File: config.mk
export PLATFORM = sky130hd
export DESIGN_NAME = ghost_motion_controller
export DESIGN_NICKNAME = d
export VERILOG_FILES = /design/src/rtl/ghost_pkg.sv /design/src/rtl/ghost_motion_controller_lfsr8.sv /design/src/rtl/ghost_motion_controller.sv
export SDC_FILE = /design/constraint.sdc
export NUM_CORES = 1
export LEC_CHECK = 0
export ABC_CLOCK_PERIOD_IN_PS = 4800
export CAP_MARGIN = 20
export CELL_PAD_IN_SITES_DETAIL_PLACEMENT = 0
export CELL_PAD_IN_SITES_GLOBAL_PLACEMENT = 2
export CORE_MARGIN = 1.5
export CORE_UTILIZATION = 30
export DETAILED_ROUTE_END_ITERATION = 12
export PLACE_DENSITY = 0.75
export SLEW_MARGIN = 20
export SYNTH_ARGS = -nofsm -noshare
export SYNTH_HDL_FRONTEND = slang
export SYNTH_SLANG_ARGS = --single-unit
File: constraint.sdc
create_clock -name clock_50 -period 4.8 [get_ports clock_50]
set_input_delay 0.72 -clock clock_50 [delete_from_list [all_inputs] [get_ports clock_50]]
set_output_delay 0.72 -clock clock_50 [all_outputs]
set_load 0.02 [all_outputs]
File: src/rtl/ghost_pkg.sv
// Shared types and defaults for the ghost motion controller: headings, sweep FSM
// encoding, maze geometry defaults and the direction-LFSR step.
package ghost_pkg;

  typedef enum logic [1:0] {
    DIR_UP    = 2'd0,
    DIR_RIGHT = 2'd1,
    DIR_DOWN  = 2'd2,
    DIR_LEFT  = 2'd3
  } dir_t;

  typedef enum logic [2:0] {
    ST_IDLE   = 3'd0,
    ST_CALC   = 3'd1,
    ST_QUERY  = 3'd2,
    ST_WAIT   = 3'd3,
    ST_DECIDE = 3'd4,
    ST_COMMIT = 3'd5
  } state_t;

  localparam int GRID_DEFAULT    = 21;
  localparam int CELL_PX_DEFAULT = 5;

  // Fibonacci form, taps 8,6,5,4 (bit 8 is the MSB).
  function automatic logic [7:0] lfsr_next(input logic [7:0] s);
    return {s[6:0], s[7] ^ s[5] ^ s[4] ^ s[3]};
  endfunction

endpackage

File: src/rtl/ghost_motion_controller_lfsr8.sv
// Free-running 8-bit LFSR supplying pseudo-random headings to blocked ghosts.
module lfsr8
  import ghost_pkg::*;
(
  input  logic       clock_50,
  input  logic       reset,
  input  logic [7:0] seed,
  output logic [7:0] state
);

  always_ff @(posedge clock_50) begin
    if (reset) begin
      state <= seed;
    end else begin
      state <= lfsr_next(state);
    end
  end

endmodule

File: src/rtl/ghost_motion_controller.sv
// Per-frame ghost mover: after each display pass, sweeps the ghosts, asks the maze
// map about each one's next cell, then publishes all pixel positions at once.
module ghost_motion_controller
  import ghost_pkg::*;
#(
  parameter int                      NUM_GHOSTS    = 7,
  parameter int                      GRID          = GRID_DEFAULT,
  parameter int                      CELL_PX       = CELL_PX_DEFAULT,
  parameter logic [5*NUM_GHOSTS-1:0] INIT_X        = '0,
  parameter logic [5*NUM_GHOSTS-1:0] INIT_Y        = '0,
  parameter logic [7:0]              LFSR_SEED     = 8'hA5,
  parameter int                      QUERY_TIMEOUT = 15
) (
  input  logic                    clock_50,
  input  logic                    reset,
  input  logic                    en,
  input  logic                    frame_active,
  output logic                    cell_req,
  output logic [4:0]              cell_x,
  output logic [4:0]              cell_y,
  input  logic                    cell_valid,
  input  logic                    cell_is_wall,
  output logic [8*NUM_GHOSTS-1:0] ghost_vga_x,
  output logic [8*NUM_GHOSTS-1:0] ghost_vga_y,
  output logic                    busy
);

  localparam int                 TMR_W      = $clog2(QUERY_TIMEOUT + 1);
  localparam logic [TMR_W-1:0]   TIMER_LAST = TMR_W'(QUERY_TIMEOUT - 1);
  localparam logic [2:0]         IDX_LAST   = 3'(NUM_GHOSTS - 1);
  localparam logic signed [5:0]  MAX_CELL   = 6'(GRID - 1);

  state_t             state;
  logic [2:0]         idx;
  logic [4:0]         pos_x   [NUM_GHOSTS];
  logic [4:0]         pos_y   [NUM_GHOSTS];
  dir_t               heading [NUM_GHOSTS];
  logic [4:0]         cand_x;
  logic [4:0]         cand_y;
  logic               blocked;
  logic [TMR_W-1:0]   timer;
  logic               frame_active_prev;
  logic               frame_tick;
  logic [7:0]         lfsr_q;
  logic               unused_lfsr;
  logic signed [5:0]  step_x;
  logic signed [5:0]  step_y;

  function automatic logic [7:0] to_px(input logic [4:0] c);
    return 8'(int'(c) * CELL_PX);
  endfunction

  function automatic logic in_grid(input logic signed [5:0] v);
    return (v >= 6'sd0) && (v <= MAX_CELL);
  endfunction

  // A random pick equal to the current heading is nudged clockwise so a blocked
  // ghost always faces somewhere new.
  function automatic dir_t turn_dir(input dir_t cur, input logic [1:0] r);
    dir_t n;
    n = dir_t'(r);
    if (n == cur) n = dir_t'(cur + 2'd1);
    return n;
  endfunction

  lfsr8 u_lfsr (
    .clock_50 (clock_50),
    .reset    (reset),
    .seed     (LFSR_SEED),
    .state    (lfsr_q)
  );

  assign unused_lfsr = ^lfsr_q[7:2];
  assign frame_tick  = frame_active_prev & ~frame_active;

  // Candidate cell in 6-bit signed so a step left/up from 0 shows up as -1.
  always_comb begin
    step_x = $signed({1'b0, pos_x[idx]});
    step_y = $signed({1'b0, pos_y[idx]});
    case (heading[idx])
      DIR_UP:    step_y = step_y - 6'sd1;
      DIR_RIGHT: step_x = step_x + 6'sd1;
      DIR_DOWN:  step_y = step_y + 6'sd1;
      default:   step_x = step_x - 6'sd1;
    endcase
  end

  always_ff @(posedge clock_50) begin
    if (reset) begin
      state             <= ST_IDLE;
      idx               <= '0;
      cand_x            <= '0;
      cand_y            <= '0;
      blocked           <= 1'b0;
      timer             <= '0;
      frame_active_prev <= 1'b0;
      cell_req          <= 1'b0;
      cell_x            <= '0;
      cell_y            <= '0;
      busy              <= 1'b0;
      for (int i = 0; i < NUM_GHOSTS; i++) begin
        pos_x[i]              <= INIT_X[5*i +: 5];
        pos_y[i]              <= INIT_Y[5*i +: 5];
        heading[i]            <= DIR_RIGHT;
        ghost_vga_x[8*i +: 8] <= to_px(INIT_X[5*i +: 5]);
        ghost_vga_y[8*i +: 8] <= to_px(INIT_Y[5*i +: 5]);
      end
    end else begin
      frame_active_prev <= frame_active;
      cell_req          <= 1'b0;

      case (state)
        ST_IDLE: begin
          if (frame_tick && en) begin
            idx   <= '0;
            busy  <= 1'b1;
            state <= ST_CALC;
          end
        end

        ST_CALC: begin
          cand_x <= step_x[4:0];
          cand_y <= step_y[4:0];
          if (in_grid(step_x) && in_grid(step_y)) begin
            state <= ST_QUERY;
          end else begin
            blocked <= 1'b1;
            state   <= ST_DECIDE;
          end
        end

        ST_QUERY: begin
          cell_x   <= cand_x;
          cell_y   <= cand_y;
          cell_req <= 1'b1;
          timer    <= '0;
          state    <= ST_WAIT;
        end

        // A response in the final timeout cycle still wins over the timeout.
        ST_WAIT: begin
          if (cell_valid) begin
            blocked <= cell_is_wall;
            state   <= ST_DECIDE;
          end else if (timer == TIMER_LAST) begin
            blocked <= 1'b1;
            state   <= ST_DECIDE;
          end else begin
            timer <= timer + 1'b1;
          end
        end

        ST_DECIDE: begin
          if (blocked) begin
            heading[idx] <= turn_dir(heading[idx], lfsr_q[1:0]);
          end else begin
            pos_x[idx] <= cand_x;
            pos_y[idx] <= cand_y;
          end
          blocked <= 1'b0;
          if (idx == IDX_LAST) begin
            state <= ST_COMMIT;
          end else begin
            idx   <= idx + 3'd1;
            state <= ST_CALC;
          end
        end

        ST_COMMIT: begin
          for (int i = 0; i < NUM_GHOSTS; i++) begin
            ghost_vga_x[8*i +: 8] <= to_px(pos_x[i]);
            ghost_vga_y[8*i +: 8] <= to_px(pos_y[i]);
          end
          busy  <= 1'b0;
          state <= ST_IDLE;
        end

        default: begin
          busy  <= 1'b0;
          state <= ST_IDLE;
        end
      endcase
    end
  end

endmodule
Yosys cells after proc, flatten, opt, wreduce, memory -nomap -nowiden
Memory sizes are Yosys's and may differ from the RTL's. A register that Yosys moved wholly into a read port is not among the register bits.
Index checks and enable logic that the tools add are counted.
{"block": "totals", "ramBits": 84, "out_inout_bits": 124, "reg_bits": 154, "mem_count": 3, "input_bits": 6, "word_cells": 133}
{"name": "pos_x", "depth": 7, "width": 5, "rd": 8, "rd_clocked_by_memory_dff": 1, "write_ports": 7, "line_no": "ghost_motion_controller.sv:35", "rtl": "logic [4:0] pos_x [NUM_GHOSTS];"}
{"name": "pos_y", "depth": 7, "width": 5, "rd": 8, "rd_clocked_by_memory_dff": 1, "write_ports": 7, "line_no": "ghost_motion_controller.sv:36", "rtl": "logic [4:0] pos_y [NUM_GHOSTS];"}
{"name": "heading", "depth": 7, "width": 2, "rd": 1, "rd_clocked_by_memory_dff": 1, "write_ports": 7, "line_no": "ghost_motion_controller.sv:37", "rtl": "dir_t heading [NUM_GHOSTS];"}
{"block": "op_classes", "eq_ne": 16, "reduce_logical": 19, "bitwise": 6, "addsub": 7, "mul": 14, "n_lt_le_gt_ge": 4, "muxes": 50}
{"op": "multiplier 5 x 3 -> 8 bit (second input constant)", "n": 14}
{"op": "2-to-1 mux 3 bit", "n": 16}
{"op": "case mux 6 bit (2 select lines)", "n": 2}
{"op": "2-to-1 mux 1 bit", "n": 18}
{"op": "case mux 3 bit (5 select lines)", "n": 1}
{"op": "adder 5 x 1 -> 6 bit (second input constant)", "n": 2}
{"op": "greater-or-equal comparator 6 x 1 -> 1 bit (second input constant)", "n": 2}
{"op": "less-or-equal comparator 6 bit (second input constant)", "n": 2}
{"op": "subtractor 5 x 1 -> 6 bit (second input constant)", "n": 2}
{"op": "2-to-1 mux 2 bit", "n": 5}
{"op": "2-to-1 mux 5 bit", "n": 2}
{"op": "!= test 2 bit (second input constant)", "n": 5}
{"op": "OR reduction 5 bit", "n": 2}
{"op": "== test 3 bit (second input constant)", "n": 3}
{"op": "AND reduction 3 bit", "n": 3}
{"op": "2-to-1 mux 4 bit", "n": 2}
{"op": "case mux 4 bit (2 select lines)", "n": 1}
{"op": "== test 3 x 2 -> 1 bit (second input constant)", "n": 2}
{"op": "case mux 3 bit (2 select lines)", "n": 1}
{"op": "adder 4 x 1 -> 4 bit (second input constant)", "n": 1}
{"op": "== test 4 bit (second input constant)", "n": 1}
{"op": "logical AND 1 bit", "n": 4}
{"op": "AND reduction 2 bit", "n": 2}
{"op": "nonzero test 2 bit", "n": 2}
{"op": "17 further kinds", "n": 21}

Longest topological paths before layout
{"block": "logic_depth", "ltp_word": 8, "ltp_mapped": 19, "depth_no_buf": 14}

Modules after synthesis
A second synthesis with hierarchy kept.
{"block": "unflattened", "hier_cells": 1242, "hier_area_um2": 12335.6}
{"mod": "ghost_motion_controller", "area_each_um2": 12050.3, "cells_per_inst": 1221, "seq_area_each_um2": 5745.5, "n_inst": 1}
{"mod": "lfsr8", "area_each_um2": 285.3, "cells_per_inst": 21, "seq_area_each_um2": 160.2, "n_inst": 1}

Least setup slack after synthesis
No wires, ideal clock.
{"block": "synth_path", "kind": "reg2reg", "start": "reg with a tool-made name", "end": "reg state[2]", "path_slack_ns": 0.909, "synth_period_minus_slack_ns": 3.891, "t_required_ns": 4.712, "stages_incl_launch_ff": 20, "path_buffers": 5, "arrival_time_ns": 3.803, "path_cell_list": "dfxtp_1 > buf_6 > buf_12 > buf_6 > buf_6 > mux4_2 > mux2i_2 > inv_1 > ha_1 > inv_1 > ha_1 > clkbuf_1 > a21o_1 > nand3_1 > o21ai_0 > a211oi_1 > xor2_1 > o21bai_1 > and4_1 > nor4_2"}
{"element": "to (signal assigned)", "line_no": "ghost_motion_controller.sv:90", "rtl": "state <= ST_IDLE;"}
{"element": "to (signal assigned)", "line_no": "ghost_motion_controller.sv:117", "rtl": "state <= ST_CALC;"}
{"element": "to (signal assigned)", "line_no": "ghost_motion_controller.sv:125", "rtl": "state <= ST_QUERY;"}
{"element": "to (decl)", "line_no": "ghost_motion_controller.sv:33", "rtl": "state_t state;"}

==> out/results.txt <==
Total track usage: 15.6%
Vias per Instance: 4.83
Power density normalized to cell area: 323 mW/mm^2
Power Internal: 3.72 mW
Seq/Total Area, Yosys: 48.0%
Clock transition at the registers of the reported paths: 60 ps
Worst Tran Pin Value: 931 ps
Net switching component of the power: 1.14 mW
Post-synth cell types: 64
Max Clock Skew: 13.7 ps
Crit path time final: 3900 ps
Port-buffer cells: 129
Mapped Area: 0.0123 sq mm
Average instance area after synthesis: 9.86 sq um
Part of the power in combinational logic: 5.4%
Syn Nets: 1369
RSZ-0062 raised after global routing: false
GPL Wtd Cong: 0.826
Proportion of register bits with asynchronous set or reset after synthesis: 0%
Die width: 206 um
Arrival time worst endpoint: 4390 ps
Source-to-sink clock delay at the later pin of the worst-skew pair: 580 ps
Count of clock tree sinks: 253
Cell total after placement: 1852
Number of antenna violations at the first check in global routing: 0
HPWL after DPL: 23.8 mm
Post-detailed-route DRC marker count: 0
Maximum number of pins on one net before global-route repair: 71
Number of flops mapped to enable cells by yosys: 84
Classification of the worst-slack hold path: reg -> reg
FMAX: 0.256 GHz
Sum Neg Setup Slack: 0 ps
Post-CTS setup buffer count: 0
Result of the run: complete, no violations
Number of iterations in the first detailed-routing pass: 5
Floorplan core area: 0.0406 sq mm
Number of warnings issued by yosys: 0
Reported max-cap violation count: 0
FILL cells: 4099
Antenna cell count: 0
Total detailed-routing wirelength: 32.8 mm
Post-synthesis instance total: 1249
DRT antenna net count: 0
First DRT Iteration DRCs: 543
Yosys reg bits: 253
Clock buffer count from CTS: 29
Max rail drop VDD: 0.216 mV
CTS max path bufs: 3
Number of buffers inserted by hold repair at cts: 0
H-tree depth: 1
Clock tree from TritonCTS: built
Number of instances resized during post-cts repair: 0
Hold violation total from the final report: 0
Final global-route overflow total: 0
Leakage: 5.68 nW
Max Slew Vio Count: 0
DR vias: 9215
Synthesis-to-finish area growth: 22.3%
Nature of the critical path endpoint: flip-flop
Number of top-level design ports: 130
Rows: 74
Final #Nets: 1471
Path type of the worst setup path: reg -> reg
Proportion of power drawn by flip-flops and latches: 46.9%
Rel. slew slack: 37.7%
Switching Share: 23.4%
Critical Path Fanout Max: 7
Y dimension of the die: 206 um
Tcrit/Tclk final: 81.3%
Final setup fails: 0
Starting density of the core: 30.3%
Global-route wire length before repair: 51.7 mm
Portion of total power attributed to the clock network: 47.7%
Launching element type of the critical path: flip-flop
Required @ worst endpoint: 5290 ps
Number of global-route vias before repair: 9182
Top FF cell, synth: sky130_fd_sc_hd__dfxtp_1
Most frequent cells in the layout: sky130_fd_sc_hd__nand2_1 (241), sky130_fd_sc_hd__dfxtp_1 (169), sky130_fd_sc_hd__a21oi_1 (141), sky130_fd_sc_hd__nor2_1 (130), sky130_fd_sc_hd__clkdlybuf4s50_1 (128)
Root Driver: sky130_fd_sc_hd__clkbuf_16
Fraction of layout cells with a size suffix above 1: 7.79%
Detailed-route wire length per cell: 17.2 um
Number of non-filler instances in the completed layout: 1906
Most frequent standard cell in the layout excluding fill and tap cells: sky130_fd_sc_hd__nand2_1
Area enclosed by the die boundary: 0.0423 sq mm
==> Yosys cell counts (3+ instances only) <==
cell	number	area share, %
sky130_fd_sc_hd__dfxtp_1	169	27
sky130_fd_sc_hd__nor3_1	13	0.53
sky130_fd_sc_hd__a31oi_1	3	0.15
sky130_fd_sc_hd__o21ai_1	3	0.12
sky130_fd_sc_hd__nor4_1	3	0.15
sky130_fd_sc_hd__a21oi_1	141	5.7
sky130_fd_sc_hd__buf_1	5	0.15
sky130_fd_sc_hd__a21o_1	15	0.91
sky130_fd_sc_hd__mux2i_1	13	1.1
sky130_fd_sc_hd__and2_1	6	0.30
sky130_fd_sc_hd__fa_1	16	2.6
sky130_fd_sc_hd__nor2b_1	11	0.56
sky130_fd_sc_hd__nand3b_1	4	0.24
sky130_fd_sc_hd__o22ai_1	3	0.15
sky130_fd_sc_hd__xor2_1	7	0.50
sky130_fd_sc_hd__a22oi_1	14	0.85
sky130_fd_sc_hd__buf_2	5	0.20
sky130_fd_sc_hd__nand2_1	241	7.3
sky130_fd_sc_hd__nor2_1	130	4.0
sky130_fd_sc_hd__mux2_2	7	0.64
sky130_fd_sc_hd__a211oi_1	19	1.2
sky130_fd_sc_hd__buf_6	3	0.27
sky130_fd_sc_hd__mux4_2	18	3.3
sky130_fd_sc_hd__mux2_1	5	0.46
sky130_fd_sc_hd__o22a_1	10	0.71
sky130_fd_sc_hd__nand3_1	10	0.41
sky130_fd_sc_hd__edfxtp_1	84	20
sky130_fd_sc_hd__xnor2_1	37	2.6
sky130_fd_sc_hd__clkbuf_1	59	1.8
sky130_fd_sc_hd__or2_2	9	0.46
sky130_fd_sc_hd__nand2b_1	6	0.30
sky130_fd_sc_hd__inv_1	29	0.88
sky130_fd_sc_hd__o211ai_1	3	0.18
sky130_fd_sc_hd__ha_1	98	10
sky130_fd_sc_hd__o21ai_0	10	0.41
sky130_fd_sc_hd__nand4_1	7	0.36
==> state kept, by name (all words and copies together) (netlist names), named ones only <==
signal / flops
ghost_vga_x: 56
ghost_vga_y: 56
pos_x: 40
pos_y: 40
heading: 16
u_lfsr.state: 8
cand_x: 5
cand_y: 5
cell_x: 5
cell_y: 5
timer: 4
idx: 3
state: 3
blocked: 1
busy: 1
cell_req: 1
frame_active_prev: 1
==> area by class of cell <==
type | count | area (sq um) | share of cell area (%)
repair buffers | 145 | 1410 | 9.36
clock inverters | 18 | 211 | 1.40
multi-input cells | 892 | 5970 | 39.7
well taps | 532 | 666 | 4.42
inverters | 30 | 113 | 0.748
clock buffers | 36 | 782 | 5.19
flip-flops and latches | 253 | 5910 | 39.2
==> worst max-delay path, stage by stage, from the launching register on <==
cell	delay, ps
sky130_fd_sc_hd__dfxtp_1	510
sky130_fd_sc_hd__mux4_2	560
sky130_fd_sc_hd__mux2i_2	370
sky130_fd_sc_hd__ha_1	410
sky130_fd_sc_hd__inv_1	140
sky130_fd_sc_hd__ha_1	320
sky130_fd_sc_hd__a21oi_2	190
sky130_fd_sc_hd__maj3_2	230
sky130_fd_sc_hd__mux2i_1	210
sky130_fd_sc_hd__xnor2_1	110
sky130_fd_sc_hd__a221o_1	360
sky130_fd_sc_hd__and4_1	170
sky130_fd_sc_hd__nor4_2	220
==> path summary, 6_finish.rpt <==
| kind | cells past startpoint | startpoint | to | slack, ps |
|---|---|---|---|---|
| worst max register to register | 12 | flip-flop | state[2] | 900 |
| worst min-delay path | 1 | u_lfsr.state[6] | u_lfsr.state[7] | 410 |
| worst max-delay path | 12 | flip-flop | state[2] | 900 |
| worst min register to register | 1 | u_lfsr.state[6] | u_lfsr.state[7] | 410 |
==> metrics by stage <==
step	cell area [sq um]	total power, mW	hold slack, ps	setup WS, ps	util [%]
CTS	15100	4.92	413	886	37.0
finish	15100	4.86	411	898	37.0
detailed placement	14100	2.59	400	897	34.6
floorplan	12300	2.51	389	909	-
global placement	14100	2.59	396	961	34.6
global route	15100	5.02	421	595	37.0
==> layer usage <==
layer	GRT usage (%)	routed length, um
met1	21.8	15600
met2	25.1	14900
met3	2.45	1430
met4	4.25	779
met5	0	0
==> logic make-up (layout without fill, tap and decap cells) <==
family | after synthesis | after routing | share of synthesized area (%)
AND/OR/NAND/NOR | 450 | 450 | 15.3
flip-flops | 253 | 253 | 48.0
AO/OA/AOI/OAI | 237 | 237 | 11.6
adder cells (fa/ha/maj) | 115 | 115 | 12.7
buffers and inverters | 104 | 229 | 3.57
multiplexers | 46 | 46 | 5.85
XOR/XNOR | 44 | 44 | 3.13
==> power by group through the flow <==
stage          combinational, mW  clock [mW]  sequential, mW
3_3_place_gp               0.261           0            2.33
5_1_grt                    0.293        2.45            2.28
2_1_floorplan              0.198           0            2.31
4_1_cts                    0.265        2.38            2.28
3_5_place_dp               0.262           0            2.33
6_report                   0.261        2.32            2.28
Power figures use the tool's default switching activity.
